`config.mk`:
```
export PLATFORM = sky130hd
export DESIGN_NAME = spi_shift_engine
export DESIGN_NICKNAME = d
export VERILOG_FILES = /design/src/rtl/spi_shift_engine.sv
export SDC_FILE = /design/constraint.sdc
export NUM_CORES = 1
export LEC_CHECK = 0
export BUFFER_PORTS_ARGS = -buffer_cell sky130_fd_sc_hd__buf_2
export CAP_MARGIN = 20
export CORE_ASPECT_RATIO = 1.5
export CORE_MARGIN = 2
export CORE_UTILIZATION = 47
export DETAILED_ROUTE_END_ITERATION = 7
export GPL_TIMING_DRIVEN = 1
export HOLD_SLACK_MARGIN = 0.03
export PLACE_DENSITY = 0.73
export SLEW_MARGIN = 15
export SYNTH_ARGS = -nofsm -noshare
export SYNTH_HDL_FRONTEND = slang
export SYNTH_SLANG_ARGS = --single-unit
```
`constraint.sdc`:
```
create_clock -name clk -period 1.65 [get_ports clk]
set_input_delay 0.165 -clock clk [delete_from_list [all_inputs] [get_ports clk]]
set_output_delay 0.165 -clock clk [all_outputs]
set_load 0.02 [all_outputs]
```
`src/rtl/spi_shift_engine.sv`:
```
// SPI mode-0 master shift engine: pops bytes from the TX FIFO, shifts them out MSB first,
// and pushes each received byte into the RX FIFO. All outputs are registered.
module spi_shift_engine #(
    parameter int DATAWIDTH = 8,
    parameter int CLKDIV    = 2
) (
    input  logic                 clk,
    input  logic                 rst,
    input  logic                 clr,
    input  logic                 en,
    input  logic [DATAWIDTH-1:0] tx_dout,
    input  logic                 tx_empty,
    output logic                 tx_re_en,
    output logic [DATAWIDTH-1:0] rx_din,
    output logic                 rx_wr_en,
    input  logic                 rx_full,
    output logic                 sclk,
    output logic                 mosi,
    input  logic                 miso,
    output logic                 ss_n,
    output logic                 busy,
    output logic                 overrun
);

    localparam int HW = (CLKDIV > 1) ? $clog2(CLKDIV) : 1;
    localparam int BW = (DATAWIDTH > 2) ? $clog2(DATAWIDTH) : 1;

    typedef enum logic [2:0] {IDLE, LEAD, HIGH, LOW, DONE, TRAIL} state_t;

    state_t               state, state_nxt;
    logic [HW-1:0]        hcnt, hcnt_nxt;
    logic [BW-1:0]        bcnt, bcnt_nxt;
    logic [DATAWIDTH-1:0] shreg, shreg_nxt;
    logic [DATAWIDTH-1:0] rxsh, rxsh_nxt;
    logic [DATAWIDTH-1:0] rx_din_nxt;
    logic                 sclk_nxt, mosi_nxt, ss_n_nxt;
    logic                 tx_re_en_nxt, rx_wr_en_nxt, overrun_nxt;
    logic                 load, half_done;

    assign half_done = (hcnt == HW'(CLKDIV - 1));

    always_comb begin
        state_nxt    = state;
        hcnt_nxt     = hcnt;
        bcnt_nxt     = bcnt;
        shreg_nxt    = shreg;
        rxsh_nxt     = rxsh;
        rx_din_nxt   = rx_din;
        sclk_nxt     = sclk;
        mosi_nxt     = mosi;
        ss_n_nxt     = ss_n;
        tx_re_en_nxt = 1'b0;
        rx_wr_en_nxt = 1'b0;
        overrun_nxt  = overrun;
        load         = 1'b0;

        case (state)
            IDLE: begin
                if (en && !tx_empty) begin
                    load      = 1'b1;
                    state_nxt = LEAD;
                end
            end
            LEAD, LOW: begin
                if (half_done) begin
                    hcnt_nxt  = '0;
                    sclk_nxt  = 1'b1;
                    rxsh_nxt  = {rxsh[DATAWIDTH-2:0], miso};
                    state_nxt = HIGH;
                end else begin
                    hcnt_nxt = hcnt + 1'b1;
                end
            end
            HIGH: begin
                if (half_done) begin
                    hcnt_nxt = '0;
                    sclk_nxt = 1'b0;
                    if (bcnt != BW'(DATAWIDTH - 1)) begin
                        mosi_nxt  = shreg[DATAWIDTH-2];
                        shreg_nxt = {shreg[DATAWIDTH-2:0], 1'b0};
                        bcnt_nxt  = bcnt + 1'b1;
                        state_nxt = LOW;
                    end else begin
                        state_nxt = DONE;
                    end
                end else begin
                    hcnt_nxt = hcnt + 1'b1;
                end
            end
            DONE: begin
                // A full RX FIFO drops the byte rather than stalling the bus.
                if (!rx_full) begin
                    rx_wr_en_nxt = 1'b1;
                    rx_din_nxt   = rxsh;
                end else begin
                    overrun_nxt = 1'b1;
                end
                if (en && !tx_empty) begin
                    load      = 1'b1;
                    state_nxt = LOW;
                end else begin
                    state_nxt = TRAIL;
                end
            end
            TRAIL: begin
                if (half_done) begin
                    hcnt_nxt  = '0;
                    ss_n_nxt  = 1'b1;
                    mosi_nxt  = 1'b0;
                    state_nxt = IDLE;
                end else begin
                    hcnt_nxt = hcnt + 1'b1;
                end
            end
            default: state_nxt = IDLE;
        endcase

        if (load) begin
            shreg_nxt    = tx_dout;
            mosi_nxt     = tx_dout[DATAWIDTH-1];
            ss_n_nxt     = 1'b0;
            bcnt_nxt     = '0;
            hcnt_nxt     = '0;
            tx_re_en_nxt = 1'b1;
        end
    end

    always_ff @(posedge clk) begin
        if (rst || clr) begin
            state    <= IDLE;
            hcnt     <= '0;
            bcnt     <= '0;
            sclk     <= 1'b0;
            mosi     <= 1'b0;
            ss_n     <= 1'b1;
            busy     <= 1'b0;
            tx_re_en <= 1'b0;
            rx_wr_en <= 1'b0;
            rx_din   <= '0;
            overrun  <= 1'b0;
        end else begin
            state    <= state_nxt;
            hcnt     <= hcnt_nxt;
            bcnt     <= bcnt_nxt;
            sclk     <= sclk_nxt;
            mosi     <= mosi_nxt;
            ss_n     <= ss_n_nxt;
            busy     <= (state_nxt != IDLE);
            tx_re_en <= tx_re_en_nxt;
            rx_wr_en <= rx_wr_en_nxt;
            rx_din   <= rx_din_nxt;
            overrun  <= overrun_nxt;
        end
    end

    // Shift registers carry data only; a frame always reloads them before use.
    always_ff @(posedge clk) begin
        shreg <= shreg_nxt;
        rxsh  <= rxsh_nxt;
    end

endmodule
```
After elaboration in Yosys (flattened, before gate mapping)
Index checks and enable logic that the tools add are counted.

cells by class
  add/sub/neg operators = 2
  $mul = 0
  divide/modulo/power cells = 0
  $lt $le $gt $ge = 0
  equality and inequality tests = 11
  shift-type cells = 0
  mux-type cells = 25
  bitwise logic cells = 2
  reductions and logical operators = 24

operators by type and width
  cell                                            count
  two-way mux 7 bit                               4
  two-way mux 3 bit                               6
  one-hot mux 3 bit (5 select lines)              1
  two-way mux 1 bit                               12
  != test 3 bit (second input constant)           4
  nonzero test 2 bit                              5
  AND reduction 3 bit                             3
  AND reduction 2 bit                             4
  OR reduction 2 bit                              4
  == test 3 x 2 -> 1 bit (second input constant)  2
  == test 3 bit (second input constant)           2
  nonzero test 3 bit                              2
  != test 2 bit (second input constant)           2
  one-hot mux 1 bit (2 select lines)              2
  AND reduction 4 bit                             1
  OR reduction 4 bit                              1
  adder 3 x 1 -> 3 bit (second input constant)    1
  == test 3 x 1 -> 1 bit (second input constant)  1
  logical NOT 3 bit                               1
  inverter 1 bit                                  2
  adder 1 bit (second input constant)             1
  logical AND 1 bit                               1
  logical NOT 1 bit                               1
  logical OR 1 bit                                1

storage, ports and cells
  flip-flop bits (word level) = 37
  latch bits = 0
  bits in writable memories = 0
  ROM bits = 0
  input bits = 15
  output and inout port bits = 15
  word-level logic and storage cells = 77
  memories = 0

Longest topological paths before layout
Gate-level depths: netlist of run 1.

  depth in word-level cells = 6
  mapped depth = 6
  gate-level depth less buffers = 6

Worst setup path after synthesis of run 1
OpenSTA, ideal clock, no wires.

  path kind = register to register
  start = register bcnt[0]
  end = register shreg[0], enable pin
  setup time = 0.323 ns
  arrival time = 1.327 ns
  required time = 1.327 ns
  setup slack = -0.001 ns
  stages on the path, launching flop included = 6
  buffers on the path = 0
  clock period less this slack = 1.651 ns
  cell sequence = dfxtp_1 > ha_1 > ha_1 > nor4b_4 > nand2_2 > nand2_1

on the way
  longest elaborated chain between the ends = 3

RTL lines
  what                                  RTL line  text
  start: declaration                    32        logic [BW-1:0] bcnt, bcnt_nxt;
  start signal: assignment              144       bcnt <= bcnt_nxt;
  != test 3 bit                         78        if (bcnt != BW'(DATAWIDTH - 1)) begin
  nonzero test 2 bit (no source line)   -
  AND reduction 3 bit (no source line)  -
  end signal: assignment                158       shreg <= shreg_nxt;
  end: declaration                      33        logic [DATAWIDTH-1:0] shreg, shreg_nxt;

No other way between the ends.
A chain may end at the register's enable or synchronous reset.

Worst setup path in the final report of run 1
  start = register bcnt[0]
  end = register shreg[6], enable pin

The elaborated chain is that of the path after synthesis.

==> metrics.md, run 1 <==
| Metric | Value |
|---|---|
| Status | `finished with violations` |
| Failing checks | `negative setup slack` |
| Die W | `49.65 um` |
| Max-slew violation count | `0` |
| Leak | `0.7496 nW` |
| Nets | `199` |
| Port-buffer cells | `29` |
| Total placed instance area | `0.001692 mm^2` |
| Critical path peak fanout | `7` |
| Seq pwr share | `54.7%` |
| Post-Synthesis Cells | `143` |
| Clk slew on worst S/H paths | `80 ps` |
| Num CTS Buffers | `5` |
| Fin crit period | `1650 ps` |
| RSZ-0062 raised after global routing | `true` |
| CTS tree | `done` |
| CTS Buffer Depth | `2` |
| Critical-path cell list | `ha_4 -> ha_4 -> nor4b_4 -> nand2_2 -> nand2_2` |
| Final GP Congestion | `0.8507` |
| FMAX | `605.9 MHz` |
| TritonRoute pass-1 iters | `4` |
| Worst endpoint data arrival time | `1640 ps` |
| Combinational power share | `4.9%` |
| Most frequent cells in the layout | `41 x nand2_1, 29 x buf_2, 20 x dfxtp_1` |
| Slew @ Worst Pin | `494.4 ps` |
| Final WL | `2908 um` |
| Internal | `1.390 mW` |
| Switching power | `0.3821 mW` |
| Worst hold path class | `primary input to flop` |
| Core area | `0.002943 mm^2` |
| DR vias/cell | `5.099` |
| Post-Syn Area | `0.001469 mm^2` |
| Floorplan row count | `24` |
| DP HPWL | `2128 um` |
| Final Core Density | `62.54%` |
| FF-to-FF path depth | `5` |
| Power density cells | `962.7 mW/mm^2` |
| Global Route Usage Sum | `17.82%` |
| Clock sinks | `37` |
| Relative slew slack | `66.86%` |
| Hold Crit Start | `miso` |
| Share of cells above drive strength 1 | `32.24%` |
| Final setup vio count | `3` |
| Syn Area/Cell | `10.27 um^2` |
| Final worst slack | `-0.4441 ps` |
| Register bit total from synthesis | `37` |
| Total die area | `0.003598 mm^2` |
| Required time worst endpoint | `1640 ps` |
| DRC Markers | `0` |
| First-pass GRT wire length | `4809 um` |
| WL/cell | `13.10 um` |
| Clk_skew | `9.034 ps` |
| Final instance area | `0.001841 mm^2` |
| Crit start category | `flop` |
| Initial antenna violation count | `0` |
| Hold_ws | `50.94 ps` |
| Largest net degree at the start of global routing | `14` |
| CP max stage cell | `nor4b_4` |
| DIE HEIGHT | `72.47 um` |
| Vias in the first global route | `1114` |
| Synth unique cells | `32` |
| Post-Syn Nets | `160` |
| Worst r2r src | `bcnt[0]` |
| Hold Crit Depth | `1` |
| Peak supply drop | `0.0007087 V` |
| Seq/Total Area, Yosys | `60.65%` |
| CP endpoint kind | `flop` |
| Antenna diodes | `0` |
| CP max stage delay | `350 ps` |
| Remaining antenna violation count | `0` |
| Starting Density | `49.91%` |
| Yosys warning total | `0` |
| Clock Latency Late Sink | `290 ps` |
| # IOs | `30` |
| Commonest non-fill, non-tap cell in the layout | `nand2_1` |
| Hold Crit Endpoint | `rxsh[0]` |
| Hold Vio Cnt, Final | `0` |
| Tcrit/Tclk final | `100.0%` |
| DR vias | `1132` |
| Clock Root Buffer | `clkbuf_8` |
| RR Endpoint | `shreg[6]` |
| DRC violation total after the first TritonRoute iteration | `22` |
| Clk pwr share | `40.4%` |
| R2r setup slk | `-0.4 ps` |
| H-tree Lvls | `2` |
| Hold buffers post-CTS | `0` |
| Area growth syn-to-layout | `25.30%` |
| Max Cap Viol | `0` |
| Sw frac | `21.57%` |
| Pwr Total | `1.772 mW` |
| Critical path type | `flop to flop` |
| Pre-CTS setup slack | `5.979 ps` |
| Grt ovf | `0` |
timing repair:
item | 4_1_cts | 5_1_grt
pin swaps | 0 | 3
resized for setup | 1 | 6
setup buffers | 1 | 0
hold endpoints to repair | 0 | 0
endpoints found under the setup margin | 2 | 12
stage by stage:
step           cells  TNS [ps]
5_1_grt          222    -738.5
3_3_place_gp     213         0
6_report         222   -0.4703
4_1_cts          222         0
3_5_place_dp     213         0
2_1_floorplan    143         0
routing by layer:
layer  GRT usage (%)  wire length [um]  up-vias
li1                -                 -      561
met1           19.35              1067      514
met2           30.67              1566       48
met3           5.144               202        9
met4           10.19                72        0
met5               0                 0        -
worst max-delay path, delay by kind of cell, from the launching register on:
| family | cells | cell delay (ps) |
|---|---|---|
| flip-flops | 1 | 340 |
| adder cells (fa/ha/maj) | 2 | 320 |
| AND/OR/NAND/NOR | 3 | 680 |
cell families after synthesis:
kind of cell             count (synthesis)  share of synthesized area, %
AND/OR/NAND/NOR                         66                         21.55
flip-flops                              37                         60.65
AO/OA/AOI/OAI                           25                         10.56
buffers and inverters                   10                         3.577
multiplexers                             2                         1.363
adder cells (fa/ha/maj)                  2                         1.703
XOR/XNOR                                 1                        0.5964
state kept, by name, indices dropped and copies added (netlist names), 3 cells and up:
signal and cells:
rx_din 8, bcnt 3, state 3, rxsh 8, shreg 7
power by group through the flow:
stage                     sequential [mW]  clock (mW)  combinational, mW
after floorplan                     0.992           0             0.0471
after global placement              0.991           0             0.0826
after detailed placement            0.991           0             0.0851
after CTS                           0.970       0.731             0.0857
after global routing                0.971       0.770             0.0954
final                               0.970       0.716             0.0859
cell usage after synthesis (all sizes together):
master / n / share of area [%]
mux2i: 2 / 1.4
or2: 2 / 0.85
o211ai: 1 / 0.51
nor2b: 1 / 0.43
ha: 2 / 1.7
nor2: 9 / 2.3
nand3b: 1 / 0.51
a31oi: 4 / 2.1
dfxtp: 22 / 30
edfxtp: 15 / 31
clkbuf: 2 / 0.51
nand4: 1 / 0.43
inv: 3 / 0.77
a211oi: 1 / 0.51
a221oi: 1 / 0.60
a21oi: 12 / 4.1
nand2b: 4 / 1.7
xor2: 1 / 0.60
nor4b: 2 / 2.6
nor3: 1 / 0.68
o21ai: 5 / 1.7
a2111oi: 1 / 1.0
buf: 5 / 2.3
nand2: 43 / 11
or3: 1 / 0.43
and2: 1 / 0.43
layout make-up:
type,count,area (um^2)
well taps,39,48.80
inverters,3,11.26
multi-input cells,96,553.0
repair buffers,39,224.0
clock buffers,6,93.84
flip-flops and latches,37,893.4
fillers,285,1102
clock inverters,2,16.27
how the worst max path moves through the flow:
stage,start,end,slack (ps),depth (start not counted)
2_1_floorplan,bcnt[0],shreg[0],70,5
3_3_place_gp,bcnt[0],shreg[6],60,5
3_5_place_dp,bcnt[0],bcnt[2],6,7
4_1_cts,bcnt[0],bcnt[2],40,7
5_1_grt,bcnt[0],bcnt[1],-80,7
6_report,bcnt[0],shreg[6],-0.4,5
Note: power is estimated with default switching activity, not from simulation.
==> inputs of run 2 (changes only) <==
--- a/config.mk
+++ b/config.mk
@@ -10,6 +10,7 @@
 export CORE_ASPECT_RATIO = 1.5
 export CORE_MARGIN = 2
 export CORE_UTILIZATION = 47
+export CTS_BUF_LIST = sky130_fd_sc_hd__clkbuf_16
 export DETAILED_ROUTE_END_ITERATION = 7
 export GPL_TIMING_DRIVEN = 1
 export HOLD_SLACK_MARGIN = 0.03
==> run 2 against run 1 <==
  * The flow now finishes without violations
  * Clock skew decreased by 3.6 ps
  * First-iteration DRC count is 73% higher
  * Sequential share of layout area down 1.4 points
  * Worst hold slack improved by 11 ps
  * Power up 17%
  * Sequential cell count unchanged
  * Critical endpoint unchanged
  * Highest routed layer unchanged
==> metrics.md, run 2 (synthesized netlist as in run 1, its figures left out) <==
| Metric | Value |
|---|---|
| Status | `finished clean` |
| Num CTS Buffers | `5` |
| Clock Root Buffer | `clkbuf_16` |
| Commonest non-fill, non-tap cell in the layout | `nand2_1` |
| H-tree Lvls | `2` |
| R2r setup slk | `70 ps` |
| Port-buffer cells | `29` |
| CP endpoint kind | `flop` |
| Required time worst endpoint | `1630 ps` |
| Tcrit/Tclk final | `95.67%` |
| Worst hold path class | `primary input to flop` |
| DR vias | `1140` |
| DR vias/cell | `5.135` |
| Clock sinks | `37` |
| Total die area | `0.003598 mm^2` |
| Vias in the first global route | `1100` |
| Total placed instance area | `0.001692 mm^2` |
| Hold Vio Cnt, Final | `0` |
| Global Route Usage Sum | `18.17%` |
| Max-slew violation count | `0` |
| Most frequent cells in the layout | `41 x nand2_1, 29 x buf_2, 22 x dfxtp_1` |
| CTS tree | `done` |
| Hold_ws | `62.26 ps` |
| First-pass GRT wire length | `4871 um` |
| # IOs | `30` |
| DIE HEIGHT | `72.47 um` |
| Relative slew slack | `67.06%` |
| Share of cells above drive strength 1 | `31.69%` |
| DRC violation total after the first TritonRoute iteration | `38` |
| Critical path peak fanout | `7` |
| Clk slew on worst S/H paths | `60 ps` |
| Hold Crit Start | `miso` |
| Routed met3 length | `183 um` |
| Fin Setup TNS | `0 ps` |
| Highest routed metal layer | `met4` |
| Hold buffers post-CTS | `0` |
| Worst r2r src | `bcnt[0]` |
| Area growth syn-to-layout | `28.71%` |
| Power density cells | `1094 mW/mm^2` |
| Clk_skew | `5.465 ps` |
| Regs by FF count | `rx_din x8, rxsh x8, shreg x7` |
| Final GP Congestion | `0.8507` |
| RR Endpoint | `shreg[6]` |
| RSZ-0062 raised after global routing | `false` |
| Peak supply drop | `0.0009702 V` |
| Final instance area | `0.001891 mm^2` |
| Antenna diodes | `0` |
| CTS Buffer Depth | `2` |
| Critical path type | `flop to flop` |
| Grt ovf | `0` |
| Crit start category | `flop` |
| Clock Latency Late Sink | `280 ps` |
| Hold Crit Endpoint | `rxsh[0]` |
| Fin crit period | `1579 ps` |
| Leak | `0.7780 nW` |
| Slew @ Worst Pin | `491.4 ps` |
| Hold Crit Depth | `1` |
| Final WL | `2881 um` |
| DRC Markers | `0` |
| Nets | `199` |
| FF-to-FF path depth | `5` |
| Starting Density | `49.91%` |
| Final setup vio count | `0` |
| Core area | `0.002943 mm^2` |
| FMAX | `633.5 MHz` |
| DP HPWL | `2128 um` |
| Met2 WL | `1531 um` |
| Floorplan row count | `24` |
| M1 wire length | `1104 um` |
| Max Cap Viol | `0` |
| TritonRoute pass-1 iters | `4` |
| Largest net degree at the start of global routing | `14` |
| WL/cell | `12.98 um` |
| Worst endpoint data arrival time | `1560 ps` |
| Initial antenna violation count | `0` |
| Remaining antenna violation count | `0` |
| Die W | `49.65 um` |
==> run 2: what timing repair did <==
item / CTS / global route
setup endpoints to repair: 9 / 11
gates resized for setup: 1 / 4
gates cloned: 0 / 0
buffers inserted: 1 / 0
==> run 2: worst max-delay path, stage by stage (launching register included) <==
cell	delay [ps]
dfxtp_1	310
ha_2	190
ha_4	170
nor4b_4	280
nand2_2	140
nand2_2	190
==> run 2: final cells by class <==
type                    count  area [um^2]
inverters                   3        11.26
clock buffers               6        150.1
repair buffers             39        224.0
fillers                   281         1052
clock inverters             2        16.27
well taps                  39        48.80
flip-flops and latches     37        890.9
multi-input cells          96        549.3
==> run 2: power breakdown <==
group / leakage (nW) / switching, mW / internal, mW
logic: 0.385 / 0.0502 / 0.0353
registers: 0.315 / 0.00654 / 0.965
clock network: 0.0782 / 0.358 / 0.653
==> run 2: how the worst max path moves through the flow <==
stage	slack, ps	endpoint	cells past startpoint	from
finish	70	shreg[6]	5	bcnt[0]
global placement	60	shreg[6]	5	bcnt[0]
detailed placement	6	bcnt[2]	7	bcnt[0]
CTS	30	bcnt[2]	7	bcnt[0]
global route	10	shreg[4]	5	bcnt[0]
floorplan	70	shreg[0]	5	bcnt[0]
==> run 2: through the flow <==
| step | power, mW | cells | utilization (%) | setup WS [ps] |
|---|---|---|---|---|
| 2_1_floorplan | 1.039 | 143 | - | 66.02 |
| 3_3_place_gp | 1.073 | 213 | 57.48 | 62.74 |
| 3_5_place_dp | 1.076 | 213 | 57.48 | 5.979 |
| 4_1_cts | 2.089 | 222 | 63.48 | 26.25 |
| 5_1_grt | 2.140 | 222 | 64.24 | 14.28 |
| 6_report | 2.068 | 222 | 64.24 | 71.43 |
==> run 2: layer usage <==
metal	global-route usage, %	up-vias
met1	19.49	534
met5	0	-
met2	31.85	39
li1	-	561
met4	9.568	0
met3	5.350	6
